File: src/rtl/mipi_csi_tx_packet_encoder_8b2lane_if.sv
// ----------------------------------------------------------------------------
// mipi_csi_tx_packet_encoder_8b2lane_if
//   Request / payload / lane-output bundle of the two-lane CSI-2 packet encoder.
//   master : packet source (drives the request fields and payload bytes)
//   slave  : the encoder (drives the lane bytes and status pulses)
//
//   packet_start_i     request to send one packet (sampled in IDLE only)
//   virtual_channel_i  VC field, captured with the request
//   data_type_i        DT field; DT < 0x10 is a short packet
//   word_count_i       long-packet byte count or short-packet data field
//   data_i             payload bytes, [7:0] earlier byte (lane 0)
//   data_ready_o       payload request; data_i consumed on each edge it is high
//   data_o             lane bytes, [7:0] lane 0, [15:8] lane 1
//   output_valid_o     data_o carries HS bytes
//   busy_o             packet in progress
//   done_o             pulse with the final byte cycle
//   error_o            pulse when a request is rejected
// ----------------------------------------------------------------------------
interface mipi_csi_tx_packet_encoder_8b2lane_if;
    logic        packet_start_i;
    logic [1:0]  virtual_channel_i;
    logic [5:0]  data_type_i;
    logic [15:0] word_count_i;
    logic [15:0] data_i;
    logic        data_ready_o;
    logic [15:0] data_o;
    logic        output_valid_o;
    logic        busy_o;
    logic        done_o;
    logic        error_o;

    modport master (
        output packet_start_i, virtual_channel_i, data_type_i, word_count_i, data_i,
        input  data_ready_o, data_o, output_valid_o, busy_o, done_o, error_o
    );

    modport slave (
        input  packet_start_i, virtual_channel_i, data_type_i, word_count_i, data_i,
        output data_ready_o, data_o, output_valid_o, busy_o, done_o, error_o
    );
endinterface

File: src/rtl/mipi_csi_tx_packet_encoder_8b2lane.sv
// ----------------------------------------------------------------------------
// mipi_csi_tx_packet_encoder_8b2lane
//   Builds a MIPI CSI-2 packet on two 8-bit lanes: sync word, packet header
//   (DI, WC, ECC), payload and CRC-16 footer for long packets. All lane
//   outputs are registered; data_ready_o is a combinational payload request
//   issued one cycle ahead of each payload slot.
//
//   clk_i      byte clock for both lanes
//   reset_n_i  asynchronous active-low reset
//   bus        slave side of mipi_csi_tx_packet_encoder_8b2lane_if
// ----------------------------------------------------------------------------
module mipi_csi_tx_packet_encoder_8b2lane (
    input  logic                                     clk_i,
    input  logic                                     reset_n_i,
    mipi_csi_tx_packet_encoder_8b2lane_if.slave      bus
);

    typedef enum logic [2:0] {
        ST_IDLE,
        ST_SYNC,
        ST_HDR0,
        ST_HDR1,
        ST_PAYLOAD,
        ST_FOOTER
    } state_t;

    state_t      state_q;
    logic [7:0]  di_q;
    logic [15:0] wc_q;
    logic        long_q;
    logic [14:0] cnt_q;     // payload cycles still to follow the current one
    logic [15:0] crc_q;
    logic [15:0] data_q;
    logic        valid_q;
    logic        busy_q;
    logic        done_q;
    logic        error_q;

    logic [5:0]  ecc_d;
    logic [15:0] crc_d;
    logic        req_long;
    logic        data_ready;

    // CSI-2 header ECC: 6-bit Hamming over {WC, DI}.
    function automatic logic [5:0] ecc6(input logic [23:0] d);
        logic [5:0] p;
        p[0] = d[0]^d[1]^d[2]^d[4]^d[5]^d[7]^d[10]^d[11]^d[13]^d[16]^d[20]^d[21]^d[22]^d[23];
        p[1] = d[0]^d[1]^d[3]^d[4]^d[6]^d[8]^d[10]^d[12]^d[14]^d[17]^d[20]^d[21]^d[22]^d[23];
        p[2] = d[0]^d[2]^d[3]^d[5]^d[6]^d[9]^d[11]^d[12]^d[15]^d[18]^d[20]^d[21]^d[22];
        p[3] = d[1]^d[2]^d[3]^d[7]^d[8]^d[9]^d[13]^d[14]^d[15]^d[19]^d[20]^d[21]^d[23];
        p[4] = d[4]^d[5]^d[6]^d[7]^d[8]^d[9]^d[16]^d[17]^d[18]^d[19]^d[20]^d[22]^d[23];
        p[5] = d[10]^d[11]^d[12]^d[13]^d[14]^d[15]^d[16]^d[17]^d[18]^d[19]^d[21]^d[22]^d[23];
        return p;
    endfunction

    // Reflected CRC-16 (0x8408), one byte, LSB first.
    function automatic logic [15:0] crc16_byte(input logic [15:0] c, input logic [7:0] b);
        logic [15:0] r;
        logic        fb;
        r = c;
        for (int unsigned i = 0; i < 8; i++) begin
            fb = r[0] ^ b[i];
            r  = {1'b0, r[15:1]};
            if (fb) begin
                r = r ^ 16'h8408;
            end
        end
        return r;
    endfunction

    always_comb begin
        ecc_d      = ecc6({wc_q, di_q});
        crc_d      = crc16_byte(crc16_byte(crc_q, bus.data_i[7:0]), bus.data_i[15:8]);
        req_long   = (bus.data_type_i >= 6'h10);
        // Request a word whenever the next registered slot is a payload slot.
        data_ready = ((state_q == ST_HDR1) && long_q && (wc_q[15:1] != '0)) ||
                     ((state_q == ST_PAYLOAD) && (cnt_q != '0));
    end

    always_ff @(posedge clk_i or negedge reset_n_i) begin
        if (!reset_n_i) begin
            state_q <= ST_IDLE;
            di_q    <= '0;
            wc_q    <= '0;
            long_q  <= 1'b0;
            cnt_q   <= '0;
            crc_q   <= '1;
            data_q  <= '0;
            valid_q <= 1'b0;
            busy_q  <= 1'b0;
            done_q  <= 1'b0;
            error_q <= 1'b0;
        end else begin
            done_q  <= 1'b0;
            error_q <= 1'b0;
            case (state_q)
                ST_IDLE: begin
                    if (bus.packet_start_i) begin
                        if (req_long && bus.word_count_i[0]) begin
                            error_q <= 1'b1;
                        end else begin
                            di_q    <= {bus.virtual_channel_i, bus.data_type_i};
                            wc_q    <= bus.word_count_i;
                            long_q  <= req_long;
                            crc_q   <= '1;
                            data_q  <= 16'hB8B8;
                            valid_q <= 1'b1;
                            busy_q  <= 1'b1;
                            state_q <= ST_SYNC;
                        end
                    end
                end
                ST_SYNC: begin
                    data_q  <= {wc_q[7:0], di_q};
                    state_q <= ST_HDR0;
                end
                ST_HDR0: begin
                    data_q  <= {2'b00, ecc_d, wc_q[15:8]};
                    done_q  <= !long_q;
                    state_q <= ST_HDR1;
                end
                ST_HDR1: begin
                    if (!long_q) begin
                        data_q  <= '0;
                        valid_q <= 1'b0;
                        busy_q  <= 1'b0;
                        state_q <= ST_IDLE;
                    end else if (data_ready) begin
                        data_q  <= bus.data_i;
                        crc_q   <= crc_d;
                        cnt_q   <= wc_q[15:1] - 15'd1;
                        state_q <= ST_PAYLOAD;
                    end else begin
                        // Empty long packet: footer carries the untouched seed.
                        data_q  <= crc_q;
                        done_q  <= 1'b1;
                        state_q <= ST_FOOTER;
                    end
                end
                ST_PAYLOAD: begin
                    if (cnt_q != '0) begin
                        data_q <= bus.data_i;
                        crc_q  <= crc_d;
                        cnt_q  <= cnt_q - 15'd1;
                    end else begin
                        data_q  <= crc_q;
                        done_q  <= 1'b1;
                        state_q <= ST_FOOTER;
                    end
                end
                ST_FOOTER: begin
                    data_q  <= '0;
                    valid_q <= 1'b0;
                    busy_q  <= 1'b0;
                    state_q <= ST_IDLE;
                end
                default: begin
                    data_q  <= '0;
                    valid_q <= 1'b0;
                    busy_q  <= 1'b0;
                    state_q <= ST_IDLE;
                end
            endcase
        end
    end

    assign bus.data_ready_o   = data_ready;
    assign bus.data_o         = data_q;
    assign bus.output_valid_o = valid_q;
    assign bus.busy_o         = busy_q;
    assign bus.done_o         = done_q;
    assign bus.error_o        = error_q;

endmodule

File: src/flat_wrapper.sv
// flat-port wrapper written by rule: the top's interface ports become plain ports
module mipi_csi_tx_packet_encoder_8b2lane_flat 
  (clk_i, reset_n_i, bus_packet_start_i, bus_virtual_channel_i, bus_data_type_i, bus_word_count_i, bus_data_i, bus_data_ready_o, bus_data_o, bus_output_valid_o, bus_busy_o, bus_done_o, bus_error_o);
  mipi_csi_tx_packet_encoder_8b2lane_if bus_i ();
  input  logic clk_i;
  input  logic reset_n_i;
  input wire logic [$bits(bus_i.packet_start_i)-1:0] bus_packet_start_i;
  input wire logic [$bits(bus_i.virtual_channel_i)-1:0] bus_virtual_channel_i;
  input wire logic [$bits(bus_i.data_type_i)-1:0] bus_data_type_i;
  input wire logic [$bits(bus_i.word_count_i)-1:0] bus_word_count_i;
  input wire logic [$bits(bus_i.data_i)-1:0] bus_data_i;
  output wire logic [$bits(bus_i.data_ready_o)-1:0] bus_data_ready_o;
  output wire logic [$bits(bus_i.data_o)-1:0] bus_data_o;
  output wire logic [$bits(bus_i.output_valid_o)-1:0] bus_output_valid_o;
  output wire logic [$bits(bus_i.busy_o)-1:0] bus_busy_o;
  output wire logic [$bits(bus_i.done_o)-1:0] bus_done_o;
  output wire logic [$bits(bus_i.error_o)-1:0] bus_error_o;
  assign bus_i.packet_start_i = bus_packet_start_i;
  assign bus_i.virtual_channel_i = bus_virtual_channel_i;
  assign bus_i.data_type_i = bus_data_type_i;
  assign bus_i.word_count_i = bus_word_count_i;
  assign bus_i.data_i = bus_data_i;
  assign bus_data_ready_o = bus_i.data_ready_o;
  assign bus_data_o = bus_i.data_o;
  assign bus_output_valid_o = bus_i.output_valid_o;
  assign bus_busy_o = bus_i.busy_o;
  assign bus_done_o = bus_i.done_o;
  assign bus_error_o = bus_i.error_o;
  mipi_csi_tx_packet_encoder_8b2lane u_core (.clk_i(clk_i), .reset_n_i(reset_n_i), .bus(bus_i));
endmodule
File: config.mk
export PLATFORM = sky130hd
export DESIGN_NAME = mipi_csi_tx_packet_encoder_8b2lane_flat
export DESIGN_NICKNAME = d
export VERILOG_FILES = /design/src/rtl/mipi_csi_tx_packet_encoder_8b2lane_if.sv /design/src/rtl/mipi_csi_tx_packet_encoder_8b2lane.sv /design/src/flat_wrapper.sv
export SDC_FILE = /design/constraint.sdc
export NUM_CORES = 1
export LEC_CHECK = 0
export ABC_CLOCK_PERIOD_IN_PS = 3400
export BUFFER_PORTS_ARGS = -buffer_cell sky130_fd_sc_hd__buf_2
export CAP_MARGIN = 20
export CORE_MARGIN = 3
export CORE_UTILIZATION = 53
export CTS_CLUSTER_SIZE = 14
export DETAILED_ROUTE_END_ITERATION = 12
export PLACE_DENSITY_LB_ADDON = 0.3
export SLEW_MARGIN = 20
export SYNTH_ARGS = -nofsm -noshare
export SYNTH_HDL_FRONTEND = slang
export SYNTH_SLANG_ARGS = --single-unit
File: constraint.sdc
create_clock -name clk_i -period 3.4 [get_ports clk_i]
set_input_delay 0.68 -clock clk_i [delete_from_list [all_inputs] [get_ports clk_i]]
set_output_delay 0.68 -clock clk_i [all_outputs]
set_load 0.01 [all_outputs]
== Word level (Yosys, flattened, before mapping) ==
Index checks and enable logic that the tools add are counted.
Storage, ports and cells
  flip-flop bits (word level): 78
  output and inout bits: 21
Cells by class
  $add $sub $neg: 2
  $lt $le $gt $ge: 1
  equality and inequality tests: 11
  muxes and demuxes: 49
  bitwise gates (word level): 107
  reduce and logical (&&, ||, !) cells: 18
Operators with widths (number)
  16-bit two-way mux: 26
  1-bit XOR: 89
  16-bit case mux with 5 select lines: 1
  2-bit NOT with 3-bit output: 16
  16-bit case mux with 3 select lines: 1
  15-bit two-way mux: 3
  15-bit case mux with 2 select lines: 1
  15-bit nonzero test: 2
  15-bit by 1-bit subtractor with 15-bit output, second input constant: 2
  3-bit case mux with 5 select lines: 1
  3-bit two-way mux: 4
  2-bit != test, second input constant: 6
  1-bit two-way mux: 10
  4-bit AND reduction: 2
  3-bit by 2-bit == test with 1-bit output, second input constant: 2
  6-bit by 5-bit greater-or-equal comparator with 1-bit output, second input constant: 1
  1-bit case mux with 3 select lines: 2
  3-bit AND reduction: 2
  6-bit AND reduction: 1
  1-bit logical AND: 4
  3-bit by 1-bit == test with 1-bit output, second input constant: 1
  3-bit == test, second input constant: 1
  3-bit zero test: 1
  3-bit nonzero test: 1
  7 further kinds: 8

== Logic depth before layout (Yosys ltp) ==
Gate-level depths: netlist (run 1).
  depth in word-level cells: 35
  gate-level depth with buffers: 13
  gate-level depth less buffers: 9

== Least setup slack after synthesis (run 1) ==
No wires, ideal clock.
  kind: register to register
  from: register u_core.state_q[1]
  to: register u_core.cnt_q[8]
  setup time: 0.137 ns
  arrival time: 3.265 ns
  required time: 3.263 ns
  setup slack: -0.003 ns
  stages on the path, launching flop included: 14
  buffers on the path: 4
  cells stage by stage: dfrtp_1 > clkbuf_1 > nor3b_1 > buf_1 > clkbuf_1 > clkbuf_1 > mux2i_1 > ha_1 > inv_1 > a211oi_2 > nand2_1 > a211o_1 > a2111oi_0 > nor3_1
Between the ends
  longest elaborated chain between the ends: 6
RTL lines
  start, declared: RTL line mipi_csi_tx_packet_encoder_8b2lane.sv:27  | state_t state_q;
  start signal, assigned: RTL line mipi_csi_tx_packet_encoder_8b2lane.sv:82  | state_q <= ST_IDLE;
  start signal, assigned: RTL line mipi_csi_tx_packet_encoder_8b2lane.sv:109  | state_q <= ST_SYNC;
  start signal, assigned: RTL line mipi_csi_tx_packet_encoder_8b2lane.sv:115  | state_q <= ST_HDR0;
  3-bit by 2-bit == test with 1-bit output: RTL line mipi_csi_tx_packet_encoder_8b2lane.sv:76, mipi_csi_tx_packet_encoder_8b2lane.sv:96
  1-bit logical AND (2 in a row): RTL line mipi_csi_tx_packet_encoder_8b2lane.sv:76  | data_ready = ((state_q == ST_HDR1) && long_q && (wc_q[15:1] != '0)) ||
  1-bit logical OR: RTL line mipi_csi_tx_packet_encoder_8b2lane.sv:76
  2-bit != test (no line)
  4-bit AND reduction (no line)
  end signal, assigned: RTL line mipi_csi_tx_packet_encoder_8b2lane.sv:131  | cnt_q <= wc_q[15:1] - 15'd1;
  end signal, assigned: RTL line mipi_csi_tx_packet_encoder_8b2lane.sv:144  | cnt_q <= cnt_q - 15'd1;
  end, declared: RTL line mipi_csi_tx_packet_encoder_8b2lane.sv:31  | logic [14:0] cnt_q;
Several ways; a longest one is shown, not always the timed one.
A chain may end at the register's enable or synchronous reset.

== Final worst setup path (run 1) ==
  from: register u_core.cnt_q[8]
  to: output port bus_data_ready_o
Between the ends
  longest elaborated chain between the ends: 3
RTL lines
  15-bit nonzero test: RTL line mipi_csi_tx_packet_encoder_8b2lane.sv:77  | ((state_q == ST_PAYLOAD) && (cnt_q != '0));
  1-bit logical AND: RTL line mipi_csi_tx_packet_encoder_8b2lane.sv:77
  1-bit logical OR: RTL line mipi_csi_tx_packet_encoder_8b2lane.sv:76
  end, declared: RTL line flat_wrapper.sv:12  | output wire logic [$bits(bus_i.data_ready_o)-1:0] bus_data_ready_o;
No other way between the ends.

==> run summary, run 1 <==
HPWL after detailed placement: 10.7 mm
CP max FO: 31
Critical path's top delay family: simple AND/OR/NAND/NOR gates
Cell area after synthesis: 5280 um^2
DIE HEIGHT: 106 um
CTS tree: done
R2R cell count: 9
Ys async rst share: 100%
Overflow after GRT: 0
Fmax: 302 MHz
# H-tree levels: 3
Initial DRC count: 449
Share of layout cells above drive strength 1: 25.9%
Leading area contributor after synthesis: dfrtp_1
Clk_lat worst skew: 350 ps
Final Hold Vio Count: 0
WP depth: 6
Chip Width: 106 um
Clock Power Share: 9.5%
Leading cell type in the layout, fill and taps excluded: xnor2_1
Commonest non-fill, non-tap cells in the layout: xnor2_1, buf_2, dfrtp_1
Max-cap violation count: 0
Core area: 9460 um^2
IO buf count: 63
Clock root cell: clkbuf_8
Non-filler cells in the finished layout: 731
Hold Crit Class: input port to asynchronous set/reset pin
CP required: 2720 ps
Worst Max-Slew Pin Slew: 1060 ps
Sequential element share of the synthesized area: 37.3%
Area contributors post-synth: dfrtp_1, xnor2_1, dfstp_2
Final instance area: 5970 um^2
Cell Count Post-Placement: 715
Logic pwr share: 66.3%
Top-area cell type share of the netlist area: 29.4%
First-pass GRT wire length: 23.7 mm
Via density: 6.12
Sw Share: 43.7%
GRT Overall Usage: 27.1%
Initial core utilization: 55.8%
N_diodes: 0
Pwr dens: 1330 nW/um^2
CTS Sinks: 78
Synth warn: 0
Die area: 11200 um^2
Crit path launch type: flop
P&R area growth vs syn: 13.1%
Filler cells: 789
Final #Nets: 641
DRC: 0
Placed cell areas: 5750 um^2
I/O Pins: 64
Syn_area_per_cell: 9.80 um^2
Initial antenna violation count: 0
WL final: 14.7 mm
Maximum clock path buffer count: 2
CP max stage delay: 420 ps
CP arrival: 2630 ps
WL/cell: 20.0 um
VDD IR max: 0.748 mV
Crit path kind: flop to output port
Final GP Congestion: 0.902
Clk slew on worst S/H paths: 80 ps
Number of synthesized flops with an enable pin: 0
Post-Synthesis Cells: 539
Pleak: 0.00253 uW
Vias after detailed routing: 4474
Distinct cells, synth: 71
Pin count of the biggest net entering global routing: 79
Sequential share of power: 24.2%
Final slew viol count: 0
1st-pass router iterations: 8
Vias in the first global route: 4456
Final min period: 3310 ps
Worst Setup End Kind: output port
#FFs+latches synth: 78
Antenna-violating nets left: 0
Switching power: 3460 uW
Relative slew slack: 29.0%
Cts bufs inserted: 9
Worst-path cell chain: or3_1 > or3_4 > o31a_4 > nor2_8 > inv_4 > buf_2
Top_reg_cell synth: dfrtp_1
Outcome: completed
Setup Skew: 10.5 ps
Buf+Inv Stages, Crit Path: 2
Syn Nets: 583
Hold slack: 313 ps
Slowest-stage cell, CP: dfrtp_1
Internal: 4470 uW
Final setup fails: 0
Rows: 35
Final Util: 63.1%
Fin crit share: 97.2%
-- kinds of logic after synthesis --
| kind of cell | after synthesis | share of synthesized area [%] |
|---|---|---|
| AOI/OAI and AO/OA | 135 | 17.6 |
| xor gates and xnor gates | 96 | 19.5 |
| adders and majority gates | 1 | 0.237 |
| buffers and inverters | 52 | 4.43 |
| DFF | 78 | 37.3 |
| muxes | 37 | 7.58 |
| and+or+nand+nor | 140 | 13.3 |
-- stage by stage --
| step | total power (uW) | worst slack (ps) | TNS (ps) |
|---|---|---|---|
| floorplan | 5800 | 148 | 0 |
| global placement | 6950 | 499 | 0 |
| detailed placement | 7080 | 476 | 0 |
| CTS | 7870 | 71.6 | 0 |
| global route | 8440 | -12.3 | -12.3 |
| finish | 7930 | 93.5 | 0 |
-- cell usage after synthesis (all sizes together) (3+ instances only) --
| library cell | n |
|---|---|
| a31o | 3 |
| xnor2 | 71 |
| o211ai | 6 |
| o21a | 3 |
| xor2 | 12 |
| xnor3 | 11 |
| mux2 | 24 |
| a211oi | 3 |
| inv | 14 |
| nor3 | 18 |
| or3 | 5 |
| a22oi | 9 |
| dfstp | 16 |
| a21oi | 34 |
| mux2i | 13 |
| nand2 | 40 |
| clkbuf | 25 |
| nand3 | 4 |
| o21bai | 3 |
| and3 | 8 |
| nor2 | 41 |
| a2111oi | 4 |
| a222oi | 8 |
| or2 | 3 |
| o21ai | 32 |
| nor4 | 3 |
| a221oi | 5 |
| o22a | 3 |
| nand2b | 5 |
| buf | 13 |
| dfrtp | 62 |
-- sequential cells by signal, indices dropped and copies added (netlist names) --
signal,flops
u_core.bus.output_valid_o,1
u_core.wc_q,16
u_core.cnt_q,15
u_core.bus.data_o,16
u_core.di_q,8
u_core.bus.error_o,1
u_core.bus.done_o,1
u_core.state_q,3
u_core.crc_q,16
u_core.long_q,1
-- final timing paths --
check	startpoint	endpoint	slack, ps
worst max register to register	u_core.state_q[0]$_DFFE_PN0P_	u_core.cnt_q[8]$_DFFE_PN0P_	410
min in group clk_i	u_core.bus.data_o[5]$_DFFE_PN0P_	u_core.bus.data_o[5]$_DFFE_PN0P_	490
worst max-delay path	u_core.cnt_q[8]$_DFFE_PN0P_	bus_data_ready_o	90
worst min-delay path	reset_n_i	u_core.wc_q[7]$_DFFE_PN0P_	310
max in group asynchronous	reset_n_i	u_core.cnt_q[6]$_DFFE_PN0P_	2510
worst min register to register	u_core.bus.data_o[5]$_DFFE_PN0P_	u_core.bus.data_o[5]$_DFFE_PN0P_	490
-- routing by layer --
metal | vias up | wire length (um) | GRT usage (%)
li1 | 2046 | - | -
met1 | 2169 | 6240 | 37.2
met2 | 220 | 6840 | 41.6
met3 | 39 | 1020 | 5.21
met4 | 0 | 556 | 11.9
met5 | - | 0 | 0
-- area by class of cell --
| type | count | area, um^2 | share of cell area [%] |
|---|---|---|---|
| Multi-Input combinational cell | 409 | 3090 | 51.8 |
| Sequential cell | 78 | 1970 | 33.0 |
| Timing Repair Buffer | 85 | 487 | 8.15 |
| Tap cell | 129 | 161 | 2.70 |
| Clock buffer | 11 | 131 | 2.20 |
| Clock inverter | 5 | 73.8 | 1.24 |
| Inverter | 14 | 55.1 | 0.922 |
-- power by group through the flow --
stage | logic [uW] | registers, uW | clock network, uW
global placement | 5060 | 1900 | 0
CTS | 5220 | 1900 | 755
detailed placement | 5170 | 1920 | 0
global route | 5640 | 1990 | 810
floorplan | 4040 | 1760 | 0
finish | 5260 | 1920 | 751
-- what timing repair did --
action                     4_1_cts  5_1_grt
resized for setup                0        2
setup endpoints to repair        0        1
setup buffers                    0        0
hold buffers                     0        0
No activity file was read; power rests on OpenSTA's default activity.
==> run 2, diff against run 1 <==
Settings changed: ABC_CLOCK_PERIOD_IN_PS 3400 to 4200, BUFFER_PORTS_ARGS -buffer_cell sky130_fd_sc_hd__buf_2 to -buffer_cell sky130_fd_sc_hd__buf_4, CORE_UTILIZATION 53 to 60.
Clock period 3.4 ns to 4.2 ns, I/O delays scaled along.
==> run summary, run 2 (same netlist as run 1, synthesis figures left out) <==
Logic pwr share: 63.5% (-2.8 points)
Antenna-violating nets left: 0 (unchanged)
Initial antenna violation count: 0 (unchanged)
Final min period: 3750 ps
Clock Power Share: 10.6% (+1.1 points)
Final GP Congestion: 0.964 (+7.0%)
VDD IR max: 0.719 mV (-3.8%)
Clock root cell: clkbuf_8
# H-tree levels: 3 (unchanged)
Worst-path cell chain: or2_1 > nor3_1 > a41oi_1 > nor2_8 > inv_4 > buf_4
RSZ-0062 raised after global routing: false
Core area: 8380 um^2 (-11%)
Die area: 9960 um^2 (-11%)
Final slew viol count: 0 (unchanged)
Pleak: 0.00252 uW (-0.43%)
Chip Width: 99.8 um (-5.7%)
Clk_lat worst skew: 360 ps (about the same)
N_diodes: 0 (unchanged)
Rows: 33 (-5.7%)
Initial DRC count: 403 (-10%)
Hold Crit Class: input port to asynchronous set/reset pin
Fin crit share: 89.2%
Via density: 6.40 (+4.6%)
Vias in the first global route: 4445 (-0.25%)
Switching power: 2860 uW (-17%)
Pwr dens: 1080 nW/um^2 (-19%)
Outcome: completed
Setup Skew: 12.5 ps (+1.97 ps)
Fmax: 267 MHz
Relative slew slack: 32.2% (+3.1 points)
Vias after detailed routing: 4431 (-0.96%)
1st-pass router iterations: 5 (-3)
HPWL after detailed placement: 10.6 mm (-0.72%)
Commonest non-fill, non-tap cells in the layout: xnor2_1, buf_4, dfrtp_1
CTS tree: done
Clk slew on worst S/H paths: 90 ps (about the same)
Crit path launch type: flop
# hold bufs at CTS: 0 (unchanged)
Worst flop-to-flop path endpoint: u_core.cnt_q[8]$_DFFE_PN0P_
CP arrival: 2910 ps (+280 ps)
DIE HEIGHT: 99.8 um (-5.7%)
Buf+Inv Stages, Crit Path: 2 (unchanged)
I/O Pins: 64 (unchanged)
R2R cell count: 9 (unchanged)
Max-cap violation count: 0 (unchanged)
P&R area growth vs syn: 14.1%
Overflow after GRT: 0 (unchanged)
Crit path kind: flop to output port
Worst Setup End Kind: output port
Worst r2r src: u_core.state_q[2]$_DFFE_PN0P_
Initial core utilization: 63.0% (+7.2 points)
WL final: 14.5 mm (-1.2%)
Share of layout cells above drive strength 1: 24.0% (-1.9 points)
CP required: 3360 ps (+640 ps)
DRC: 0 (unchanged)
FF-to-FF setup slack: 1010 ps (+600 ps)
Maximum clock path buffer count: 2 (unchanged)
GRT Overall Usage: 30.4% (+3.3 points)
CP max stage delay: 490 ps (+70 ps)
IO buf count: 63 (unchanged)
Slowest-stage cell, CP: nor3_1
Sequential share of power: 25.9% (+1.7 points)
Sw Share: 44.0% (+0.31 points)
Setup Buffers After CTS: 0 (unchanged)
Pin count of the biggest net entering global routing: 79 (unchanged)
Filler cells: 633 (-20%)
WL/cell: 20.9 um (+4.4%)
Worst Max-Slew Pin Slew: 1020 ps (-47.3 ps)
First-pass GRT wire length: 23.4 mm (-1.5%)
CP max FO: 44 (+42%)
Leading cell type in the layout, fill and taps excluded: xnor2_1
CTS Sinks: 78 (unchanged)
Internal: 3640 uW (-18%)
PostCTS Resize Cnt: 0 (unchanged)
Final setup fails: 0 (unchanged)
TNS Setup: 0 ps (unchanged)
PnR Total Power: 6500 uW (-18%)
Cts bufs inserted: 9 (unchanged)
Final #Nets: 626 (-2.3%)
Critical path's top delay family: simple AND/OR/NAND/NOR gates
Final Hold Vio Count: 0 (unchanged)
run 2: power by group through the flow:
| stage | combinational, uW | sequential [uW] | clock (uW) |
|---|---|---|---|
| after floorplan | 3270 | 1420 | 0 |
| after global placement | 3910 | 1640 | 0 |
| final | 4130 | 1680 | 691 |
| after detailed placement | 4050 | 1670 | 0 |
| after CTS | 4080 | 1660 | 695 |
| after global routing | 4430 | 1720 | 727 |
run 2: how the worst max path moves through the flow:
stage                                        from                           to  slack (ps)  depth (start not counted)
floorplan           u_core.state_q[1]$_DFFE_PN0P_  u_core.cnt_q[8]$_DFFE_PN0P_         800                         13
global placement      u_core.cnt_q[8]$_DFFE_PN0P_             bus_data_ready_o        1080                          6
detailed placement     u_core.wc_q[5]$_DFFE_PN0P_             bus_data_ready_o         950                          6
CTS                    u_core.wc_q[5]$_DFFE_PN0P_             bus_data_ready_o         470                          6
global route           u_core.wc_q[5]$_DFFE_PN0P_             bus_data_ready_o         310                          6
finish                 u_core.wc_q[5]$_DFFE_PN0P_             bus_data_ready_o         450                          6
run 2: cell type report:
| type | count | area (um^2) | area share [%] |
|---|---|---|---|
| multi-input cells | 409 | 3080 | 51.2 |
| flip-flops and latches | 78 | 1970 | 32.7 |
| repair buffers | 70 | 546 | 9.05 |
| well taps | 105 | 131 | 2.18 |
| clock buffers | 10 | 128 | 2.12 |
| clock inverters | 6 | 110 | 1.83 |
| inverters | 14 | 55.1 | 0.914 |
run 2: per-layer routing:
metal	global-route usage, %	routed length (um)	vias to the layer above	part of all wire, %
met5	0	0	-	0
met3	7.23	1350	37	9.3
met4	11.4	471	0	3.3
li1	-	-	2019	-
met2	47.1	6810	241	47
met1	41.5	5860	2134	40
run 2: through the flow:
stage	hold WS [ps]	util, %	cells	worst slack [ps]	area, um^2
detailed placement	480	68.7	675	950	5760
floorplan	456	-	539	797	5280
global route	363	71.9	692	309	6030
global placement	469	68.7	675	1080	5760
CTS	498	71.6	691	469	6000
finish	358	71.9	692	454	6030
run 2: worst register-to-register path, stage by stage, from the launching register on:
cell	delay [ps]
dfrtp_1	630
nor3b_2	480
mux2i_1	310
ha_1	260
inv_1	90
a211oi_2	390
nand2_1	100
a211o_1	300
a2111oi_0	410
nor3_1	120
==> run 3, diff against run 2 <==
==> constraint.sdc (replaced) <==
create_clock -name clk_i -period 4.2 [get_ports clk_i]
set_input_delay 0.63 -clock clk_i [delete_from_list [all_inputs] [get_ports clk_i]]
set_output_delay 0.63 -clock clk_i [all_outputs]
set_load 0.01 [all_outputs]
==> run summary, run 3 (same netlist as run 1, synthesis figures left out) <==
Outcome: completed
Clock root cell: clkbuf_8
TNS Setup: 0 ps (unchanged)
Vias after detailed routing: 4390 (-0.93%)
Overflow after GRT: 0 (unchanged)
IO buf count: 63 (unchanged)
Worst flop-to-flop path endpoint: u_core.bus.data_o[2]$_DFFE_PN0P_
# hold bufs at CTS: 0 (unchanged)
P&R area growth vs syn: 13.4%
Slowest-stage cell, CP: a41oi_1
DRC: 0 (unchanged)
Pin count of the biggest net entering global routing: 79 (unchanged)
GRT Overall Usage: 29.3% (-1.1 points)
Final setup fails: 0 (unchanged)
Relative slew slack: 33.3% (+1.2 points)
R2R cell count: 7 (-2)
Cell Count Post-Placement: 675 (unchanged)
Via density: 6.35 (-0.78%)
Setup Skew: 13.3 ps (+0.765 ps)
Cts bufs inserted: 9 (unchanged)
Initial core utilization: 63.0% (unchanged)
Final Hold Vio Count: 0 (unchanged)
Pleak: 0.00250 uW (-0.59%)
Leading cell type in the layout, fill and taps excluded: xnor2_1
Pwr dens: 1070 nW/um^2 (-0.73%)
Vias in the first global route: 4251 (-4.4%)
CTS tree: done
Sw Share: 43.8% (-0.18 points)
Commonest non-fill, non-tap cells in the layout: xnor2_1, buf_4, dfrtp_1
Initial DRC count: 362 (-10%)
N_diodes: 0 (unchanged)
Setup Buffers After CTS: 0 (unchanged)
Final slew viol count: 0 (unchanged)
Initial antenna violation count: 0 (unchanged)
Clock Power Share: 10.3% (-0.3 points)
Crit path launch type: flop
1st-pass router iterations: 6 (+1)
CP required: 3570 ps (+210 ps)
Maximum clock path buffer count: 2 (unchanged)
CP max stage delay: 660 ps (+170 ps)
RSZ-0062 raised after global routing: false
VDD IR max: 0.731 mV (+1.7%)
Crit path kind: flop to output port
Antenna-violating nets left: 0 (unchanged)
Sequential share of power: 26.4% (+0.5 points)
Worst r2r src: u_core.wc_q[5]$_DFFE_PN0P_
Worst Max-Slew Pin Slew: 1000 ps (-15.3 ps)
Chip Width: 99.8 um (unchanged)
I/O Pins: 64 (unchanged)
WL/cell: 20.5 um (-2.2%)
Internal: 3600 uW (-1.1%)
Dpl ws: 1110 ps (+156 ps)
Final min period: 3540 ps (-204 ps)
# H-tree levels: 3 (unchanged)
Logic pwr share: 63.2% (-0.3 points)
First-pass GRT wire length: 22.7 mm (-2.7%)
Hold Crit Class: input port to asynchronous set/reset pin
CTS Sinks: 78 (unchanged)
HPWL after detailed placement: 10.3 mm (-2.9%)
Non-filler cells in the finished layout: 691 (-0.14%)
Fmax: 282 MHz (+5.8%)
Clk slew on worst S/H paths: 90 ps (about the same)
Switching power: 2810 uW (-1.8%)
DIE HEIGHT: 99.8 um (unchanged)
Core area: 8380 um^2 (unchanged)
Fin crit share: 84.3% (-4.9 points)
Buf+Inv Stages, Crit Path: 2 (unchanged)
Worst-path cell chain: nand4b_1 > a41oi_1 > nor2_8 > inv_4 > buf_4
Clk_lat worst skew: 350 ps (about the same)
Critical path's top delay family: simple AND/OR/NAND/NOR gates
CP arrival: 2910 ps (about the same)
Final GP Congestion: 0.951 (-1.4%)
Die area: 9960 um^2 (unchanged)
Share of layout cells above drive strength 1: 24.1% (+0.041 points)
FF-to-FF setup slack: 1130 ps (+120 ps)
Worst Setup End Kind: output port
WL final: 14.1 mm (-2.4%)
PnR Total Power: 6410 uW (-1.4%)
Worst Slack Setup Final: 658 ps (+204 ps)
CP max FO: 44 (unchanged)
Max-cap violation count: 0 (unchanged)
Rows: 33 (unchanged)
PostCTS Resize Cnt: 0 (unchanged)
Final #Nets: 625 (-0.16%)
## run 3: cell types whose count changed in the layout (fill, tap and decap cells not counted)
cell / before / now
buf_16: 1 / 0
bufinv_16: 3 / 2
clkbuf_1: 1 / 0
clkbuf_8: 9 / 10
clkinv_1: 1 / 0
clkinv_4: 1 / 2
inv_6: 0 / 1
nor3_1: 16 / 17
nor3_2: 2 / 1
## run 3: how the worst max path moves through the flow
| stage | slack, ps | endpoint | startpoint | cells past startpoint |
|---|---|---|---|---|
| floorplan | 800 | u_core.cnt_q[8]$_DFFE_PN0P_ | u_core.state_q[1]$_DFFE_PN0P_ | 13 |
| global placement | 1170 | bus_data_ready_o | u_core.state_q[2]$_DFFE_PN0P_ | 5 |
| detailed placement | 1110 | bus_data_ready_o | u_core.state_q[2]$_DFFE_PN0P_ | 5 |
| CTS | 730 | bus_data_ready_o | u_core.wc_q[5]$_DFFE_PN0P_ | 6 |
| global route | 510 | bus_data_ready_o | u_core.state_q[2]$_DFFE_PN0P_ | 5 |
| finish | 660 | bus_data_ready_o | u_core.state_q[2]$_DFFE_PN0P_ | 5 |
## run 3: per-layer routing
layer	vias up	GRT usage, %	wire (um)
met2	226	43.6	6380
li1	2007	-	-
met1	2129	43.5	6230
met4	0	10.6	378
met5	-	0	0
met3	28	4.52	1150
## run 3: worst register-to-register path, stage by stage (launching register included)
cell and delay (ps):
dfrtp_1 500, or2_1 320, nor3_1 460, a41oi_1 420, nor2_8 360, inv_4 260, a22oi_1 500, nand2_1 110
## run 3: final cells by class
cell class | count | area, um^2
clock inverter | 6 | 93.8
multi-input combinational | 409 | 3080
clock buffer | 10 | 138
sequential | 78 | 1970
tap | 105 | 131
fill | 641 | 2390
inverter | 14 | 55.1
timing repair buffer | 69 | 518
## run 3: power by group through the flow
| stage | clock (uW) | combinational [uW] | sequential, uW |
|---|---|---|---|
| after floorplan | 0 | 3270 | 1420 |
| after global routing | 698 | 4360 | 1740 |
| final | 664 | 4050 | 1700 |
| after CTS | 664 | 4020 | 1670 |
| after detailed placement | 0 | 3990 | 1680 |
| after global placement | 0 | 3900 | 1650 |
## run 3: stage by stage
step	cell area [um^2]	hold slack, ps	utilization, %
after floorplan	5280	334	-
after global placement	5760	467	68.7
after detailed placement	5760	478	68.7
after CTS	5990	480	71.4
after global routing	5990	494	71.4
final	5990	418	71.4
